$ cat src/rtl/tdc_pkg.sv
// Shared types for the loop sequencer slice: opcodes, address width, FSM states.
// The HIT state exists only when LOOP_STACK_EN is defined.
package tdc_pkg;

    localparam int ADDR_W = 16;

    typedef enum logic [2:0] {
        OP_INC   = 3'd0,
        OP_DEC   = 3'd1,
        OP_RIGHT = 3'd2,
        OP_LEFT  = 3'd3,
        OP_OUT   = 3'd4,
        OP_IN    = 3'd5,
        OP_OPEN  = 3'd6,
        OP_CLOSE = 3'd7
    } opcode_t;

`ifdef LOOP_STACK_EN
    typedef enum logic [1:0] {
        ST_IDLE,
        ST_SCAN,
        ST_HIT
    } seq_state_t;
`else
    typedef enum logic [0:0] {
        ST_IDLE,
        ST_SCAN
    } seq_state_t;
`endif

endpackage

$ cat src/rtl/loop_stack.sv
// LIFO of '[' PCs with overflow counter; top is valid when non-empty and no overflow.
// Ports: clock, reset_n, push/pop/push_pc in; top, valid, ovf_cnt out. Built only with LOOP_STACK_EN.
`ifdef LOOP_STACK_EN
module loop_stack #(
    parameter int ADDR_W  = 16,
    parameter int STACK_N = 16,
    parameter int CNT_W   = 16
) (
    input  logic              clock,
    input  logic              reset_n,
    input  logic              push,
    input  logic              pop,
    input  logic [ADDR_W-1:0] push_pc,
    output logic [ADDR_W-1:0] top,
    output logic              valid,
    output logic [CNT_W-1:0]  ovf_cnt
);
    localparam int PW = $clog2(STACK_N + 1);
    localparam int IW = (STACK_N > 1) ? $clog2(STACK_N) : 1;
    localparam logic [PW-1:0] FULL = PW'(STACK_N);
    localparam logic [PW-1:0] P_ONE = PW'(1);
    localparam logic [CNT_W-1:0] C_ONE = CNT_W'(1);

    logic [ADDR_W-1:0] mem [STACK_N];
    logic [PW-1:0]     cnt_q, cnt_d, cnt_mid;
    logic [CNT_W-1:0]  ovf_q, ovf_d;
    logic              wr_en;
    logic [IW-1:0]     wr_idx;

    // Pop resolves first so a same-cycle push sees the popped depth.
    always_comb begin
        cnt_mid = cnt_q;
        ovf_d   = ovf_q;
        wr_en   = 1'b0;
        wr_idx  = '0;
        if (pop) begin
            if (ovf_q != '0)
                ovf_d = ovf_q - C_ONE;
            else if (cnt_q != '0)
                cnt_mid = cnt_q - P_ONE;
        end
        cnt_d = cnt_mid;
        if (push) begin
            if (cnt_mid == FULL) begin
                if (ovf_d != '1)
                    ovf_d = ovf_d + C_ONE;
            end else begin
                wr_en  = 1'b1;
                wr_idx = IW'(cnt_mid);
                cnt_d  = cnt_mid + P_ONE;
            end
        end
    end

    always_ff @(posedge clock or negedge reset_n) begin
        if (!reset_n) begin
            cnt_q <= '0;
            ovf_q <= '0;
        end else begin
            cnt_q <= cnt_d;
            ovf_q <= ovf_d;
        end
    end

    always_ff @(posedge clock) begin
        if (wr_en)
            mem[wr_idx] <= push_pc;
    end

    assign top     = mem[IW'(cnt_q - P_ONE)];
    assign valid   = (cnt_q != '0) && (ovf_q == '0);
    assign ovf_cnt = ovf_q;

endmodule
`endif

$ cat src/rtl/loop_sequencer.sv
// Resolves '[' / ']' jumps by depth-counted pmem scan; done/error/target_pc report the result.
// Ports: clock, reset_n, start_*, pmem_addr/pmem_data, busy, done, target_pc, error, loop_push/pop. Macro: LOOP_STACK_EN.
module loop_sequencer #(
    parameter int ADDR_W   = tdc_pkg::ADDR_W,
    parameter int DEPTH_W  = 16,
    parameter int PROG_LEN = 65536,
    parameter int STACK_N  = 16
) (
    input  logic              clock,
    input  logic              reset_n,
    input  logic              start_valid,
    input  logic              start_dir,
    input  logic [ADDR_W-1:0] start_pc,
    output logic [ADDR_W-1:0] pmem_addr,
    input  logic [2:0]        pmem_data,
    output logic              busy,
    output logic              done,
    output logic [ADDR_W-1:0] target_pc,
    output logic              error,
    input  logic              loop_push,
    input  logic              loop_pop
);
    import tdc_pkg::*;

    localparam logic [ADDR_W-1:0]  LAST  = ADDR_W'(PROG_LEN - 1);
    localparam logic [ADDR_W-1:0]  A_ONE = ADDR_W'(1);
    localparam logic [DEPTH_W-1:0] D_ONE = DEPTH_W'(1);

    seq_state_t         state_q, state_d;
    logic [ADDR_W-1:0]  addr_q, addr_d;
    logic [ADDR_W-1:0]  base_q, base_d;
    logic [ADDR_W-1:0]  tgt_q, tgt_d;
    logic [DEPTH_W-1:0] depth_q, depth_d;
    logic               dir_q, dir_d;
    logic               edge_q, edge_d;
    opcode_t            op;
    logic               inc, dec, at_end;

`ifdef LOOP_STACK_EN
    logic               stk_valid;
    logic [ADDR_W-1:0]  stk_top;
    logic [DEPTH_W-1:0] unused_ovf;

    loop_stack #(
        .ADDR_W  (ADDR_W),
        .STACK_N (STACK_N),
        .CNT_W   (DEPTH_W)
    ) u_stack (
        .clock   (clock),
        .reset_n (reset_n),
        .push    (loop_push),
        .pop     (loop_pop),
        .push_pc (start_pc),
        .top     (stk_top),
        .valid   (stk_valid),
        .ovf_cnt (unused_ovf)
    );
`else
    logic unused_ok;
    assign unused_ok = &{1'b0, loop_push, loop_pop};
`endif

    assign op     = opcode_t'(pmem_data);
    assign inc    = dir_q ? (op == OP_CLOSE) : (op == OP_OPEN);
    assign dec    = dir_q ? (op == OP_OPEN) : (op == OP_CLOSE);
    assign at_end = dir_q ? (addr_q == '0) : (addr_q == LAST);

    assign busy      = (state_q != ST_IDLE);
    assign pmem_addr = (state_q == ST_SCAN) ? addr_q : '0;

    // done/error are asserted in the resolving cycle; target_pc
    // bypasses the register then so it is valid alongside done.
    always_comb begin
        state_d   = state_q;
        addr_d    = addr_q;
        base_d    = base_q;
        tgt_d     = tgt_q;
        depth_d   = depth_q;
        dir_d     = dir_q;
        edge_d    = edge_q;
        done      = 1'b0;
        error     = 1'b0;
        target_pc = tgt_q;
        unique case (state_q)
            ST_IDLE: begin
                if (start_valid) begin
                    base_d = start_pc;
                    dir_d  = start_dir;
`ifdef LOOP_STACK_EN
                    if (start_dir && stk_valid)
                        state_d = ST_HIT;
                    else
`endif
                    begin
                        state_d = ST_SCAN;
                        depth_d = D_ONE;
                        addr_d  = start_dir ? start_pc - A_ONE
                                            : start_pc + A_ONE;
                        // first scan address would leave the program
                        edge_d  = start_dir ? (start_pc == '0)
                                            : (start_pc >= LAST);
                    end
                end
            end
            ST_SCAN: begin
                if (!edge_q && dec && depth_q == D_ONE) begin
                    done      = 1'b1;
                    tgt_d     = addr_q + A_ONE;
                    target_pc = tgt_d;
                    state_d   = ST_IDLE;
                end else if (edge_q || at_end || (inc && depth_q == '1)) begin
                    done      = 1'b1;
                    error     = 1'b1;
                    tgt_d     = base_q;
                    target_pc = base_q;
                    state_d   = ST_IDLE;
                end else begin
                    if (inc)
                        depth_d = depth_q + D_ONE;
                    else if (dec)
                        depth_d = depth_q - D_ONE;
                    addr_d = dir_q ? addr_q - A_ONE : addr_q + A_ONE;
                end
            end
`ifdef LOOP_STACK_EN
            ST_HIT: begin
                done      = 1'b1;
                tgt_d     = stk_top + A_ONE;
                target_pc = tgt_d;
                state_d   = ST_IDLE;
            end
`endif
            default: state_d = ST_IDLE;
        endcase
    end

    always_ff @(posedge clock or negedge reset_n) begin
        if (!reset_n) begin
            state_q <= ST_IDLE;
            addr_q  <= '0;
            base_q  <= '0;
            tgt_q   <= '0;
            depth_q <= '0;
            dir_q   <= 1'b0;
            edge_q  <= 1'b0;
        end else begin
            state_q <= state_d;
            addr_q  <= addr_d;
            base_q  <= base_d;
            tgt_q   <= tgt_d;
            depth_q <= depth_d;
            dir_q   <= dir_d;
            edge_q  <= edge_d;
        end
    end

endmodule
$ cat config.mk
export PLATFORM = sky130hd
export DESIGN_NAME = loop_sequencer
export DESIGN_NICKNAME = d
export VERILOG_FILES = /design/src/rtl/tdc_pkg.sv /design/src/rtl/loop_stack.sv /design/src/rtl/loop_sequencer.sv
export SDC_FILE = /design/constraint.sdc
export NUM_CORES = 1
export LEC_CHECK = 0
export BUFFER_PORTS_ARGS = -buffer_cell sky130_fd_sc_hd__buf_2
export CAP_MARGIN = 10
export CORE_UTILIZATION = 53
export DETAILED_ROUTE_END_ITERATION = 7
export PLACE_DENSITY = 0.7
export SLEW_MARGIN = 25
export SYNTH_ARGS = -nofsm -noshare
export SYNTH_HDL_FRONTEND = slang
export SYNTH_SLANG_ARGS = --single-unit
$ cat constraint.sdc
create_clock -name clock -period 5.4 [get_ports clock]
set_input_delay 0.27 -clock clock [delete_from_list [all_inputs] [get_ports clock]]
set_output_delay 0.27 -clock clock [all_outputs]
set_load 0.01 [all_outputs]
==> results.json <==
{
  "synth_sequential_area_ratio_pct": 33.00,
  "synth-edff-count": 0,
  "synth-async-reset-ratio_pct": 100.0,
  "cts-root-buf": "clkbuf_8",
  "yosys-mux-area-fraction_pct": 3.498,
  "syn-mean-instance-area_um2": 7.975,
  "detail_route.wl_per_cell_um": 18.63,
  "avgViaCountPerCell": 6.284,
  "biggest_fanout_along_the_worst_timing_path": 16,
  "place_hpwl_mm": 10.94,
  "cts_max_path_buffers": 2,
  "first_global_vias": 4561,
  "finish.instance_area_um2": 5579,
  "crit_path_cell_trace": "nor4_1 > nand3_1 > or3_1 > o21ai_1 > o22ai_1 > a21oi_1 > buf_2",
  "die_x_um": 99.90,
  "detail_route.wirelength.met1_mm": 6.493,
  "count_of_instances_resized_after_the_clock_tree_is_built": 0,
  "sequentialPowerShare_pct": 38.1,
  "cts_post_setup_buffers_inserted": 0,
  "mappedNetlistArea_um2": 5080,
  "synthDistinctLibCells": 63,
  "tritoncts.num_buffers": 9,
  "synth_top_flop_cell": "dfrtp_1",
  "reg2reg_to": "addr_q[13]",
  "rsz_0062_raised_after_global_routing": "false",
  "most-common-layout-cells": "nand2_1 (99), dfrtp_1 (66), a21oi_1 (61)",
  "coreArea_um2": 9284,
  "route.met2.wl_mm": 6.961,
  "reg2reg_depth": 7,
  "layout_commonest_cell": "nand2_1",
  "total_of_flip_flops_plus_latches_after_synthesis": 67,
  "worstSkewPairLatency_ps": 360,
  "switching_fraction_pct": 46.02,
  "worst_setup_hold_path_clk_slew_ps": 90,
  "critical_path_required_ps": 5130,
  "globalRouteOverflowTotal": 0,
  "gp_congestion": 0.9026,
  "drt_iter0_drc": 432,
  "design.final.nets": 708,
  "finalClockSkew_ps": 10.23,
  "cts-hold-fix-buffers": 0,
  "simple_gate_fraction_of_synth_area_pct": 25.94,
  "critical-path-top-delay-family": "simple AND/OR/NAND/NOR gates",
  "power.switching_w": 0.001233,
  "timing.max_cap.violations": 0,
  "power.static_leakage_nw": 2.346,
  "cts.htree.levels": 3,
  "fraction_of_layout_instances_using_a_drive_strength_above_1_pct": 14.67,
  "finalHoldViolCount": 0,
  "detail-route-antenna-nets": 0,
  "dp.cells": 781,
  "min_period_ps": 4063,
  "setup.reg_to_reg.worst_slack_ps": 1650,
  "die_h_um": 99.90,
  "antenna_diode_count": 0,
  "worstMarginPinSlew_ps": 955.7,
  "ioPinCount": 60,
  "synth_xor_xnor_area_share_pct": 4.828,
  "drtPass1Iterations": 8,
  "routed-via-count": 5008,
  "vdd_ir_drop_max_uv": 253.7,
  "routed-wl-met3_um": 870,
  "grt_first_pass_wirelength_mm": 24.11,
  "layout.cells.non_filler": 797,
  "powerDensity_nw_per_um2": 480.0,
  "cts_tree": "built",
  "synthAdderAreaFrac_pct": 5.074,
  "critical_path.n_buffers_inverters": 1,
  "synth-compound-area-share_pct": 22.32,
  "finalCoreUtilization_pct": 60.09,
  "flow.area_growth_from_synthesis_pct": 9.828,
  "p_clk_share_pct": 16.9,
  "worst-setup-path-type": "reg -> out",
  "worstHoldPathType": "in -> async",
  "yosysWarningCount": 0,
  "count_of_endpoints_failing_setup_in_the_final_report": 0,
  "timing.final.max_slew_violations": 0,
  "critical_path.reg2reg.startpoint": "dir_q",
  "p_total_w": 0.002678,
  "pwr-share-comb_pct": 45.1,
  "antenna_found_initial": 0,
  "mappedNetlistNets": 682,
  "top_metal_used": "met4",
  "clock-sinks": 67,
  "place.port_buffers": 57,
  "grt_max_degree": 68,
  "largest_family_of_logic_cells_by_synthesized_area": "simple AND/OR/NAND/NOR gates",
  "slew-limit-headroom_pct": 35.86,
  "drc_errors": 0,
  "die-area_um2": 9980,
  "timing.fmax_mhz": 246.1,
  "layout_worst_path_cycle_share_pct": 75.24,
  "row_count": 35,
  "internal_power_w": 0.001445,
  "startpoint_type_of_the_worst_setup_path": "flop",
  "critical_path_arrival_ps": 3790,
  "status": "complete, no violations",
  "crit_path_top_delay_cell": "or3_1",
  "global_route.usage.total_pct": 31.21,
  "placed_area_um2": 5373,
  "floorplan.initialDensity_pct": 54.72,
  "timing.setup.tns_ps": 0,
  "critical_path.endpoint_type": "output pin",
  "critical_path.max_stage_delay_ps": 740,
  "netlist_instances": 637,
  "route.final.wire_length_mm": 14.85
}
per-stage QoR:
step | setup WS [ps] | hold WS, ps
3_3_place_gp | 1703 | 458.2
3_5_place_dp | 1700 | 462.1
2_1_floorplan | 2642 | -25.59
6_report | 1337 | 92.30
5_1_grt | 977.4 | 171.1
4_1_cts | 1418 | 139.5
cells by family (layout without fill, tap and decap cells):
logic type,Yosys count,in the layout
multiplexers,17,17
AND/OR/NAND/NOR,269,269
adder cells (fa/ha/maj),20,20
XOR/XNOR,28,28
flip-flops,67,67
buffers and inverters,68,99
AO/OA/AOI/OAI,168,168
power groups by stage:
| stage | registers (W) | clock network, W | logic, W |
|---|---|---|---|
| floorplan | 0.000842 | 0 | 0.000993 |
| global placement | 0.00101 | 0 | 0.00117 |
| detailed placement | 0.00102 | 0 | 0.00120 |
| CTS | 0.00101 | 0.000456 | 0.00120 |
| global route | 0.00106 | 0.000485 | 0.00135 |
| finish | 0.00102 | 0.000451 | 0.00121 |
state kept, by name, indices dropped and copies added (netlist names):
signal,flops
addr_q,16
edge_q,1
depth_q,16
tgt_q,16
base_q,16
dir_q,1
busy,1
worst max-delay path by stage:
stage                          start       endpoint  slack (ps)  cells after the start
after global routing      depth_q[2]   target_pc[5]         980                      7
after floorplan           depth_q[2]  target_pc[10]        2640                      9
after global placement         dir_q     addr_q[13]        1700                      7
final                     depth_q[2]   target_pc[5]        1340                      7
after detailed placement       dir_q     addr_q[13]        1700                      7
after CTS                 depth_q[2]   target_pc[8]        1420                      7
worst reg2reg max path: stages (launching register included):
cell and delay (ps):
dfrtp_1 910, xor2_1 270, or3_1 550, o32a_4 500, a31oi_4 470, inv_2 290
mux2_4 360, or3_1 300
metal layers:
metal / vias up / track usage, %
li1: 2385 / -
met1: 2397 / 42.23
met2: 185 / 48.97
met3: 41 / 5.850
met4: 0 / 13.24
met5: - / 0
cells in the mapped netlist, types with 3 or more instances:
library cell,number,area (um^2)
o21ba_2,4,40.04
nor4_1,9,56.30
or4_1,3,22.52
and3_1,5,31.28
mux2i_1,14,140.1
o21ai_0,16,80.08
o32ai_1,5,43.79
nor3_1,19,95.09
or3_1,7,43.79
o22ai_1,20,125.1
o2111ai_1,5,43.79
inv_1,20,75.07
a211oi_1,3,22.52
nand4_1,20,125.1
a21o_1,4,30.03
a2bb2oi_1,3,26.28
nand2_1,99,371.6
clkbuf_1,36,135.1
dfrtp_1,67,1677
and2_1,10,62.56
nor2b_1,4,25.02
nor2_1,44,165.2
o221a_2,5,56.30
xor2_1,12,105.1
buf_1,3,11.26
buf_2,7,35.03
o211ai_1,7,52.55
and4_1,8,70.07
o21ai_1,3,15.01
nand2b_1,4,25.02
ha_1,19,237.7
a31oi_1,12,75.07
xnor2_1,16,140.1
nand3_1,24,120.1
a21oi_1,61,305.3
nor3b_1,5,37.54
final cells by class:
| type | count | area, um^2 |
|---|---|---|
| clock buffer | 9 | 123.9 |
| clock inverter | 7 | 82.58 |
| fill | 862 | 3705 |
| inverter | 21 | 78.83 |
| multi-input combinational | 502 | 3132 |
| sequential | 67 | 1678 |
| tap | 129 | 161.4 |
| timing repair buffer | 62 | 322.8 |
Power figures use the tool's default switching activity.
